`src/rtl/cp0_regfile.sv`:
```
// Coprocessor-0 register file: EPC/Cause/Status/BadVAddr commit from the
// MEM-stage exception encoder, Count/Compare timer, mfc0/mtc0 access.
module cp0_regfile #(
  parameter logic [31:0] PRID_VALUE = 32'h0000_4220,
  parameter logic [31:0] STATUS_RST = 32'h0040_0000
) (
  input  logic        clk,
  input  logic        rst,
  input  logic        we_i,
  input  logic [4:0]  waddr_i,
  input  logic [31:0] wdata_i,
  input  logic [4:0]  raddr_i,
  output logic [31:0] rdata_o,
  input  logic [5:0]  int_i,
  input  logic [31:0] excepttype_i,
  input  logic [31:0] pc_i,
  input  logic        in_delayslot_i,
  input  logic [31:0] bad_addr_i,
  output logic [31:0] count_o,
  output logic [31:0] compare_o,
  output logic [31:0] status_o,
  output logic [31:0] cause_o,
  output logic [31:0] epc_o,
  output logic [31:0] badvaddr_o,
  output logic        timer_int_o
);

  typedef enum logic [4:0] {
    REG_BADVADDR = 5'd8,
    REG_COUNT    = 5'd9,
    REG_COMPARE  = 5'd11,
    REG_STATUS   = 5'd12,
    REG_CAUSE    = 5'd13,
    REG_EPC      = 5'd14,
    REG_PRID     = 5'd15
  } cp0_reg_e;

  typedef enum logic [4:0] {
    EXC_INT  = 5'h01,
    EXC_ADEL = 5'h04,
    EXC_ADES = 5'h05,
    EXC_SYS  = 5'h08,
    EXC_BP   = 5'h09,
    EXC_RI   = 5'h0a,
    EXC_OV   = 5'h0c,
    EXC_ERET = 5'h0e
  } exc_e;

  logic [31:0] count_q, count_d;
  logic [31:0] compare_q, compare_d;
  logic [31:0] status_q, status_d;
  logic [31:0] cause_q, cause_d;
  logic [31:0] epc_q, epc_d;
  logic [31:0] badvaddr_q, badvaddr_d;
  logic        timer_int_q, timer_int_d;
  logic        tick_q, tick_d;

  logic        exc_any;
  logic        exc_small;
  logic        wr_en;

  assign exc_any   = (excepttype_i != '0);
  assign exc_small = (excepttype_i[31:5] == '0);
  // Any pending exception drops a same-cycle mtc0 entirely.
  assign wr_en     = we_i && !exc_any;

  // Next-state: timer, interrupt sampling, mtc0 writes, then exception commit.
  always_comb begin
    tick_d      = ~tick_q;
    count_d     = tick_q ? count_q + 32'd1 : count_q;
    compare_d   = compare_q;
    status_d    = status_q;
    cause_d     = cause_q;
    epc_d       = epc_q;
    badvaddr_d  = badvaddr_q;
    timer_int_d = timer_int_q;

    if ((count_q == compare_q) && (compare_q != '0)) begin
      timer_int_d = 1'b1;
    end

    cause_d[15:10] = {int_i[5] | timer_int_q, int_i[4:0]};

    if (wr_en) begin
      case (waddr_i)
        REG_COUNT:   count_d = wdata_i;
        REG_COMPARE: begin
          compare_d   = wdata_i;
          timer_int_d = 1'b0;
        end
        REG_STATUS: begin
          status_d[15:8] = wdata_i[15:8];
          status_d[1:0]  = wdata_i[1:0];
        end
        REG_CAUSE:   cause_d[9:8] = wdata_i[9:8];
        REG_EPC:     epc_d = wdata_i;
        default: ;
      endcase
    end

    if (exc_small) begin
      case (excepttype_i[4:0])
        EXC_INT, EXC_ADEL, EXC_ADES, EXC_SYS, EXC_BP, EXC_RI, EXC_OV: begin
          if (!status_q[1]) begin
            epc_d       = in_delayslot_i ? pc_i - 32'd4 : pc_i;
            cause_d[31] = in_delayslot_i;
          end
          status_d[1]  = 1'b1;
          cause_d[6:2] = (excepttype_i[4:0] == EXC_INT) ? 5'd0 : excepttype_i[4:0];
          if ((excepttype_i[4:0] == EXC_ADEL) || (excepttype_i[4:0] == EXC_ADES)) begin
            badvaddr_d = bad_addr_i;
          end
        end
        EXC_ERET: status_d[1] = 1'b0;
        default: ;
      endcase
    end

    // TI tracks the timer flop exactly by sharing its next-state value.
    cause_d[30] = timer_int_d;
  end

  // State registers with asynchronous active-low reset.
  always_ff @(posedge clk or negedge rst) begin
    if (!rst) begin
      tick_q      <= 1'b0;
      count_q     <= '0;
      compare_q   <= '0;
      status_q    <= STATUS_RST;
      cause_q     <= '0;
      epc_q       <= '0;
      badvaddr_q  <= '0;
      timer_int_q <= 1'b0;
    end else begin
      tick_q      <= tick_d;
      count_q     <= count_d;
      compare_q   <= compare_d;
      status_q    <= status_d;
      cause_q     <= cause_d;
      epc_q       <= epc_d;
      badvaddr_q  <= badvaddr_d;
      timer_int_q <= timer_int_d;
    end
  end

  // mfc0 read mux; unimplemented numbers read as zero.
  always_comb begin
    rdata_o = '0;
    case (raddr_i)
      REG_BADVADDR: rdata_o = badvaddr_q;
      REG_COUNT:    rdata_o = count_q;
      REG_COMPARE:  rdata_o = compare_q;
      REG_STATUS:   rdata_o = status_q;
      REG_CAUSE:    rdata_o = cause_q;
      REG_EPC:      rdata_o = epc_q;
      REG_PRID:     rdata_o = PRID_VALUE;
      default:      rdata_o = '0;
    endcase
  end

  assign count_o     = count_q;
  assign compare_o   = compare_q;
  assign status_o    = status_q;
  assign cause_o     = cause_q;
  assign epc_o       = epc_q;
  assign badvaddr_o  = badvaddr_q;
  assign timer_int_o = timer_int_q;

endmodule
```
`config.mk`:
```
export PLATFORM = sky130hd
export DESIGN_NAME = cp0_regfile
export DESIGN_NICKNAME = d
export VERILOG_FILES = /design/src/rtl/cp0_regfile.sv
export SDC_FILE = /design/constraint.sdc
export NUM_CORES = 1
export LEC_CHECK = 0
export ABC_AREA = 0
export CAP_MARGIN = 20
export CORE_MARGIN = 4
export CORE_UTILIZATION = 45
export CTS_BUF_LIST = sky130_fd_sc_hd__clkbuf_4 sky130_fd_sc_hd__clkbuf_8 sky130_fd_sc_hd__clkbuf_16
export DETAILED_ROUTE_END_ITERATION = 16
export HOLD_SLACK_MARGIN = 0.12
export PLACE_DENSITY = 0.9
export SLEW_MARGIN = 20
export SYNTH_ARGS = -nofsm -noshare
export SYNTH_HDL_FRONTEND = slang
export SYNTH_SLANG_ARGS = --single-unit
```
`constraint.sdc`:
```
create_clock -name clk -period 4.5 [get_ports clk]
set_clock_uncertainty 0.2 [all_clocks]
set_input_delay 0.45 -clock clk [delete_from_list [all_inputs] [get_ports clk]]
set_output_delay 0.45 -clock clk [all_outputs]
set_load 0.01 [all_outputs]
```
==> results of run 1 <==
-- Yosys cell counts, types with 4 or more instances --
library cell,number
sky130_fd_sc_hd__a21oi_1,45
sky130_fd_sc_hd__a222oi_1,8
sky130_fd_sc_hd__a22o_1,16
sky130_fd_sc_hd__a22oi_1,26
sky130_fd_sc_hd__buf_2,13
sky130_fd_sc_hd__buf_4,40
sky130_fd_sc_hd__clkbuf_1,36
sky130_fd_sc_hd__dfrtp_1,154
sky130_fd_sc_hd__inv_1,10
sky130_fd_sc_hd__mux2_2,77
sky130_fd_sc_hd__mux2i_1,71
sky130_fd_sc_hd__nand2_1,45
sky130_fd_sc_hd__nand2b_1,4
sky130_fd_sc_hd__nand3_1,23
sky130_fd_sc_hd__nand4_1,19
sky130_fd_sc_hd__nor2_1,60
sky130_fd_sc_hd__nor2b_1,4
sky130_fd_sc_hd__nor3_1,27
sky130_fd_sc_hd__nor4_1,35
sky130_fd_sc_hd__nor4_2,4
sky130_fd_sc_hd__o21a_1,6
sky130_fd_sc_hd__o21ai_0,23
sky130_fd_sc_hd__o31ai_1,4
sky130_fd_sc_hd__or4_1,6
sky130_fd_sc_hd__xnor2_1,37
sky130_fd_sc_hd__xor2_1,48
-- cell families after synthesis --
logic type / Yosys count / share of synthesized area
simple gates: 256 / 0.152
flops: 154 / 0.422
mux: 150 / 0.175
compound gates: 140 / 0.102
buf+inv: 105 / 0.0639
xor+xnor: 85 / 0.0815
fa+ha+maj: 2 / 0.00274
other cells: 2 / 0.000822
-- worst max-delay path by stage --
| stage | from | endpoint | slack, ns |
|---|---|---|---|
| floorplan | raddr_i[2] | rdata_o[4] | 1.75 |
| global placement | excepttype_i[8] | epc_o[5]$_DFF_PN0_ | 0.96 |
| detailed placement | excepttype_i[8] | epc_o[7]$_DFF_PN0_ | 0.88 |
| CTS | raddr_i[4] | rdata_o[14] | 1.05 |
| global route | raddr_i[3] | rdata_o[12] | 0.90 |
| finish | raddr_i[4] | rdata_o[14] | 0.99 |
-- through the flow --
stage	power (mW)	instances	hold WS [ns]
after floorplan	1.51	931	-0.0456
after global placement	1.71	1454	0.312
after detailed placement	1.71	1454	0.313
after CTS	3.26	1487	0.254
after global routing	3.35	1490	0.253
final	3.26	1490	0.263
-- power groups by stage --
stage | logic, mW | clock network [mW] | registers [mW]
floorplan | 0.0966 | 0 | 1.42
global placement | 0.293 | 0 | 1.41
detailed placement | 0.297 | 0 | 1.41
CTS | 0.299 | 1.58 | 1.39
global route | 0.322 | 1.64 | 1.39
finish | 0.302 | 1.57 | 1.39
-- final cells by class --
cell class | count | area [um^2]
antenna | 3 | 7.51
clock buffer | 19 | 447
clock inverter | 13 | 190
fill | 1475 | 6490
inverter | 10 | 37.5
multi-input combinational | 672 | 4870
sequential | 154 | 3850
tap | 265 | 332
timing repair buffer | 354 | 3490
-- registers in the layout, summed over array words and instances (netlist names) --
name        count
epc_o          32
count_o        32
compare_o      32
status_o       10
cause_o        15
tick_q          1
badvaddr_o     32
-- routing by layer --
metal,track usage,share of wire,vias to the layer above
met1,0.381,0.38,4273
li1,-,-,3828
met3,0.0704,0.095,83
met5,0,0.00037,-
met4,0.115,0.035,2
met2,0.524,0.49,541
==> results by stage, run 1 <==
Setup path:
- The critical path runs through a total of 9 cells.
- The worst register-to-register path begins at count_o[14]$_DFF_PN0_.
- For this run, the slowest stage of the critical path takes 0.61 ns.
- The critical path goes through clkdlybuf4s50_1 -> nand2b_1 -> nor2_1 -> buf_4 -> and2_0 -> buf_4 -> a222oi_1 -> o21ai_0 -> clkdlybuf4s50_1.
- The worst endpoint data arrival time is 2.86 ns.
- For the worst flop-to-flop path, the logic depth is 5.
- Broken down by cell family, the worst path's largest delay share belongs to buffers and inverters.
- The type of the setup path with the least slack is in2out.
- The number of buffers and inverters on the critical path is 4.
- The largest individual stage delay along the critical path comes from the cell sky130_fd_sc_hd__clkdlybuf4s50_1.
- STA puts the critical path data required time at 3.85 ns.
- STA classifies the critical path startpoint as an input pin.
- Along the worst path, the maximum fanout reaches 16.
- The sort of element at the end of the critical path is an output pin.
- The setup slack on the worst flop-to-flop path is 1.81 ns.
- The end of the worst register-to-register path is count_o[27]$_DFF_PN0_.

Clock network:
- No sink is reached through more buffers than the 2 on the longest clock path.
- The setup fix buffers added after clock tree synthesis is 0.
- After clock tree synthesis, the flow added hold-fix buffers numbering 1.
- CTS placed an instance of sky130_fd_sc_hd__clkbuf_16 at the clock tree root.
- TritonCTS built the clock tree.
- The clock transition time at the flip-flop clock pins of the worst setup and hold paths is 0.06 ns.
- The clock latency at the later pin of the worst-skew pair is 0.42 ns.
- The number of gates resized after CTS was 0.
- The deepest level of the CTS H-tree is 4.
- The clock buffer count from CTS is 17.
- The TritonCTS sink count is 154.

Drt:
- Summed over all layers, the routed wires come to 35,600 um.
- The count of unresolved DRC violations after routing is 0.
- Dividing the detail-routed wire length by the instance count gives between 20 and 25 um.
- For this block, the initial DRC count from the detailed router was 907.
- The detailed-route via count is slightly below 9,000.
- The remaining antenna violation count after routing is 0.
- After detailed routing, the number of vias per cell comes to 5.86.
- Before antenna repair, the detailed router went through 9 iterations.

Worst hold path:
- The worst hold path depth is 1.
- The worst hold path terminates at cause_o[12]$_DFF_PN0_.
- The worst hold path begins at int_i[2].
- The path class of the tightest hold or removal check is in2reg.

Logic synthesis:
- The total standard cell area after synthesis is 0.00914 mm^2.
- Synthesis instantiated 55 different standard cells from the library.
- The top cell type's share of synthesized area is 0.422.
- During synthesis, Yosys emitted a total of 0 warnings.
- sky130_fd_sc_hd__dfrtp_1 takes more of the synthesized area than any other cell.
- The most used flip-flop cell after synthesis is sky130_fd_sc_hd__dfrtp_1.
- The async set-or-reset flop fraction in the synthesized netlist is 1.00.
- The number of enable flip-flop cells after synthesis is 0.
- After synthesis, the mean cell area works out to about 10 um^2.
- Synthesis handed over a netlist of ~890 instances.
- The register area share after synthesis is 0.422.
- The number of storage elements in the synthesis netlist is 154.
- By area the synthesized netlist is led by sky130_fd_sc_hd__dfrtp_1 (42%), sky130_fd_sc_hd__mux2_2 (9.5%), sky130_fd_sc_hd__mux2i_1 (7.8%).

Pwr:
- Of the total power, the share spent switching nets is 0.235.
- The power density relative to cell area is 246 mW/mm^2.
- Internal power comes to 2.49 mW.
- The leakage dissipation is 5.74 nW.
- The worst-case IR drop observed on VDD is around 0.00022 V.
- The net load switching power is 0.765 mW.
- The proportion of power drawn by the clock network is 0.481.
- Of the total power, combinational logic draws 0.093.
- The share of total power dissipated in sequential elements is 0.426.

Global route:
- Across every metal layer, demand over resource in global routing totals 0.308.
- The number of global-route vias before repair is ~9,000.
- The first global-routing pass estimated 52,500 um of wire.
- For this run the aggregate overflow at the end of global routing stands at 0.
- The maximum number of pins on one net before global-route repair is between 80 and 90.
- The number of antenna violations at the first check in global routing is 5.

Floorplanning:
- The die span in y is 151 um.
- In this run the horizontal extent of the chip is 151 um.
- The floorplan step defined a core boundary enclosing 0.0197 mm^2.
- During I/O placement, the number of pins put on the boundary was about 370.
- The die covers around 0.023 mm^2.
- After floorplanning, the core was divided into 51 placement rows.
- For this configuration, the core starts out at a cell density of 0.464.

Place:
- During placement, the flow inserted port buffers numbering 333.
- The congestion estimate from routability-driven global placement came to 0.981.
- After legalization and detailed placement, the total HPWL measured 27,500 um.
- The placed instances occupy a cell area of 0.0126 mm^2.
- OpenSTA, run right after detailed placement, puts the worst setup slack at 0.880 ns.

Finish:
- The fraction of final layout cells sized beyond drive strength 1 is 0.123.
- The share of the core filled with cells is 0.671.
- Once layout is done, the placed cells without fillers occupy 0.0132 mm^2.
- The leading cell type in the layout, fill and taps excluded is sky130_fd_sc_hd__clkdlybuf4s50_1.
- The library cells used most frequently in the layout, excluding fill and tap cells, are sky130_fd_sc_hd__clkdlybuf4s50_1 (332), sky130_fd_sc_hd__dfrtp_1 (154), sky130_fd_sc_hd__mux2_2 (77), sky130_fd_sc_hd__mux2i_1 (71), sky130_fd_sc_hd__nor2_1 (60).
- Compared with the post-synthesis result, the final layout area differs by 44.8%.
- After the last flow step, the layout net total stands at 1,359.

STA:
- The slew at the pin closest to its max-slew limit is 1.07 ns.
- The final count of hold timing violations came to 0.
- The setup TNS after final layout is 0 ns.
- The final max-slew violation count is 0.
- The clock period minus worst slack is between 3 and 4 ns.
- Measured against its own limit, the worst slew margin works out to 0.290.
- The worst-case setup margin in the final layout is 0.994 ns.
- For this run, the top clock speed supported by timing is 285 MHz.
- Setup repair after global routing left no endpoint under its margin.
- The post-route clock period utilization is 0.779.
- Setup violations remaining at the end of the flow were counted as 0.

Flow run:
- The max-capacitance violation count is 0.

Run status:
- The run finished with clean final reports.
No activity file was read; power rests on OpenSTA's default activity.
==> inputs of run 2 (changes only) <==
Settings changed: CORE_UTILIZATION 45 to 40, PLACE_DENSITY 0.9 to 0.85.
Clock period 4.5 ns to 2.9 ns, I/O delays scaled along.
==> run 2 against run 1 <==
Compared with the run above: final area increased by 4.8%; register-to-register slack worse by 1.4 ns; via count is 3.3% higher; combinational power rose by 68%; setup slack worse by 0.93 ns; critical endpoint is now rdata_o[1]; largest power group unchanged; highest routed layer is now met4.
==> results by stage, run 2 (synthesis gave the netlist of run 1 again) <==
Run status:
- The flow ran to the end, and the final reports show no timing, DRC or antenna violations.

Finish:
- The count of cells in the finished layout, fillers not included, comes to 1,569.
- The leading cell type in the layout, fill and taps excluded is sky130_fd_sc_hd__clkdlybuf4s50_1.
- In the layout the commonest cells are sky130_fd_sc_hd__clkdlybuf4s50_1 (320), sky130_fd_sc_hd__dfrtp_1 (154), sky130_fd_sc_hd__mux2_2 (77), sky130_fd_sc_hd__mux2i_1 (71), sky130_fd_sc_hd__buf_4 (61).
- From synthesis to final layout, the design area changed by 51.7%.
- Of the cells placed in the final design, the portion with a size suffix greater than 1 is 0.165.
- The layout net count is 1,419.
- The filler cells instantiated in the layout total about 1,900.

Setup path:
- The worst endpoint data arrival time is 2.34 ns.
- The sort of element at the end of the critical path is an output pin.
- The largest single stage delay on the critical path is ~0.56 ns.
- The worst setup path is launched from an input pin.
- At the worst endpoint, the required time is ~2.4 ns.
- The critical path in this run is classified as in2out.
- By instance count, the cell type seen most on the critical path is sky130_fd_sc_hd__clkdlybuf4s50_1.
- The largest fanout on the critical path is 16.
- The depth of the worst register-to-register path is 5.
- The signal on the critical path passes through clkdlybuf4s50_1 -> buf_12 -> nand2b_4 -> nor3_4 -> buf_6 -> a22oi_1 -> nand3_1 -> clkdlybuf4s50_1.
- The largest individual stage delay along the critical path comes from the cell sky130_fd_sc_hd__clkdlybuf4s50_1.

Drt:
- In the routed layout, each cell is associated on average with a via count of 5.75.
- The count of unresolved DRC violations after routing is 0.
- The wire length per cell after detailed routing is around 24 um.
- The DRC marker count from the first detailed-route iteration is 843.
- The detailed-route via count is around 9,000.
- In this run the remaining antenna-violating nets after routing total 0.
- Summed over all layers, the routed wires come to ~38,000 um.
- The detailed-routing iteration count for the pre-antenna-repair pass is 7.

Clock network:
- CTS built an H-tree with a depth of 4.
- Clock latency on the worst-skew pair, taken at its later pin, is 0.43 ns.
- TritonCTS built the clock tree.
- In this run the deepest clock path goes through 2 buffers.
- The clock root buffer is sky130_fd_sc_hd__clkbuf_16.
- CTS saw ~150 sinks.
- Clock-pin slew was measured on the worst setup and hold paths at roughly 0.06 ns.
- In this run, CTS created clock tree buffers numbering 17.

Place:
- Detailed placement ended at an HPWL of 29,400 um.
- The count of buffers from port buffering is 333.
- The post-placement worst setup slack is -0.0751 ns.
- The total instance count after detailed placement is around 1,500.
- The final weighted congestion in routability-driven placement is 0.915.

Pwr:
- The part of the total power dissipated in combinational logic is 0.104.
- The internal power component is 3.70 mW.
- For this design the ratio of total power to cell area is 351 mW/mm^2.
- Across the VDD grid, the largest voltage drop is 0.000356 V.
- Of the total power, the share spent switching nets is 0.239.
- The part of the total power dissipated in sequential elements is 0.443.
- Summed over all cells, the static leakage comes to 6.25 nW.
- Of the total power, the clock network draws 0.453.
- The net load switching power is approximately 1.2 mW.

Global route:
- The first-pass GRT wire length is approximately 57,000 um.
- Entering global routing, the biggest net connects 70 pins.
- The number of global-route vias before repair is 9,335.
- The number of antenna violations at the first check in global routing is 3.
- The overflow left after global routing is 0.
- In the global route stage, overall resource usage came out at 0.289.

STA:
- The final max-slew violation count is 0.
- The clock period minus worst slack is 2.83 ns.
- The worst-case setup margin in the final layout is between 0.06 and 0.07 ns.
- For this run, the top clock speed supported by timing is roughly 350 MHz.
- The final count of hold timing violations is 0.
- Measured against its own limit, the worst slew margin works out to 0.542.
- Setup violations remaining at the end of the flow were counted as 0.
- The slew at the pin closest to its max-slew limit is 0.681 ns.
- The post-route clock period utilization is 0.977.
- Setup repair after global routing could not meet its margin everywhere.
- The worst hold slack across all endpoints is 0.223 ns.

Worst hold path:
- The path type of the worst min-delay path is in2async.

Floorplanning:
- The starting utilization of the core area is 0.405.
- The die span in y is 159 um.
- The width of the die is 159 um.
- The I/O pin total is 373.
- The die covers 0.0253 mm^2.
- After floorplanning, the core was sized to cover around 0.023 mm^2.
- The floorplan has between 50 and 60 rows.

Flow run:
- Across the run, the number of max-cap violations was 0.
[run 2: path summary, 6_finish.rpt]
| kind | from | to | slack (ns) |
|---|---|---|---|
| setup / recovery | raddr_i[0] | rdata_o[1] | 0.07 |
| hold / removal | rst | epc_o[23]$_DFF_PN0_ | 0.22 |
| setup reg to reg | count_o[3]$_DFF_PN0_ | count_o[27]$_DFF_PN0_ | 0.37 |
| hold reg to reg | badvaddr_o[4]$_DFFE_PN0P_ | badvaddr_o[4]$_DFFE_PN0P_ | 0.33 |
| max in group asynchronous | rst | count_o[30]$_DFF_PN0_ | 1.36 |
| min in group clk | pc_i[1] | epc_o[1]$_DFF_PN0_ | 0.24 |
[run 2: cell type report]
| class | instances | area (um^2) | share of cell area |
|---|---|---|---|
| inverter | 10 | 37.5 | 0.00271 |
| tap | 285 | 357 | 0.0257 |
| clock inverter | 11 | 124 | 0.00894 |
| timing repair buffer | 414 | 4130 | 0.298 |
| antenna | 3 | 7.51 | 0.000542 |
| clock buffer | 20 | 448 | 0.0323 |
| multi-input combinational | 672 | 4910 | 0.354 |
| sequential | 154 | 3850 | 0.278 |
[run 2: routing by layer]
metal	vias to the layer above	share of wire	global-route usage	wire length (um)
met1	4386	0.38	0.354	14400
met2	564	0.49	0.496	18600
met5	-	0	0	0
met4	0	0.044	0.125	1650
met3	112	0.083	0.0580	3140
li1	3954	-	-	-
[run 2: worst max-delay path, delay by kind of cell]
kind / cells / cell delay (ns)
AOI/OAI and AO/OA: 1 / 0.12
buffers and inverters: 4 / 1.52
and+or+nand+nor: 3 / 0.39
[run 2: power groups by stage]
stage	logic [mW]	registers (mW)	clock network, mW
6_report	0.508	2.15	2.20
5_1_grt	0.541	2.15	2.34
4_1_cts	0.499	2.15	2.24
3_5_place_dp	0.488	2.19	0
3_3_place_gp	0.485	2.19	0
2_1_floorplan	0.150	2.20	0
[run 2: timing repair]
| action | in CTS | in global routing |
|---|---|---|
| gates resized for setup | 10 | 20 |
| setup buffers | 0 | 1 |
| endpoints found under the setup margin | 14 | 22 |
| hold buffers | 6 | 0 |
| hold endpoints to repair | 71 | 0 |
| pin swaps | 1 | 2 |
| cloned | 0 | 1 |
[run 2: stage by stage]
| stage | util | power [mW] | setup TNS [ns] | area, um^2 |
|---|---|---|---|---|
| after global routing | 0.614 | 5.03 | -0.0272 | 13900 |
| final | 0.614 | 4.87 | 0 | 13900 |
| after CTS | 0.610 | 4.89 | 0 | 13800 |
| after global placement | 0.581 | 2.68 | -0.211 | 13100 |
| after detailed placement | 0.581 | 2.68 | -0.598 | 13100 |
| after floorplan | - | 2.35 | 0 | 9280 |
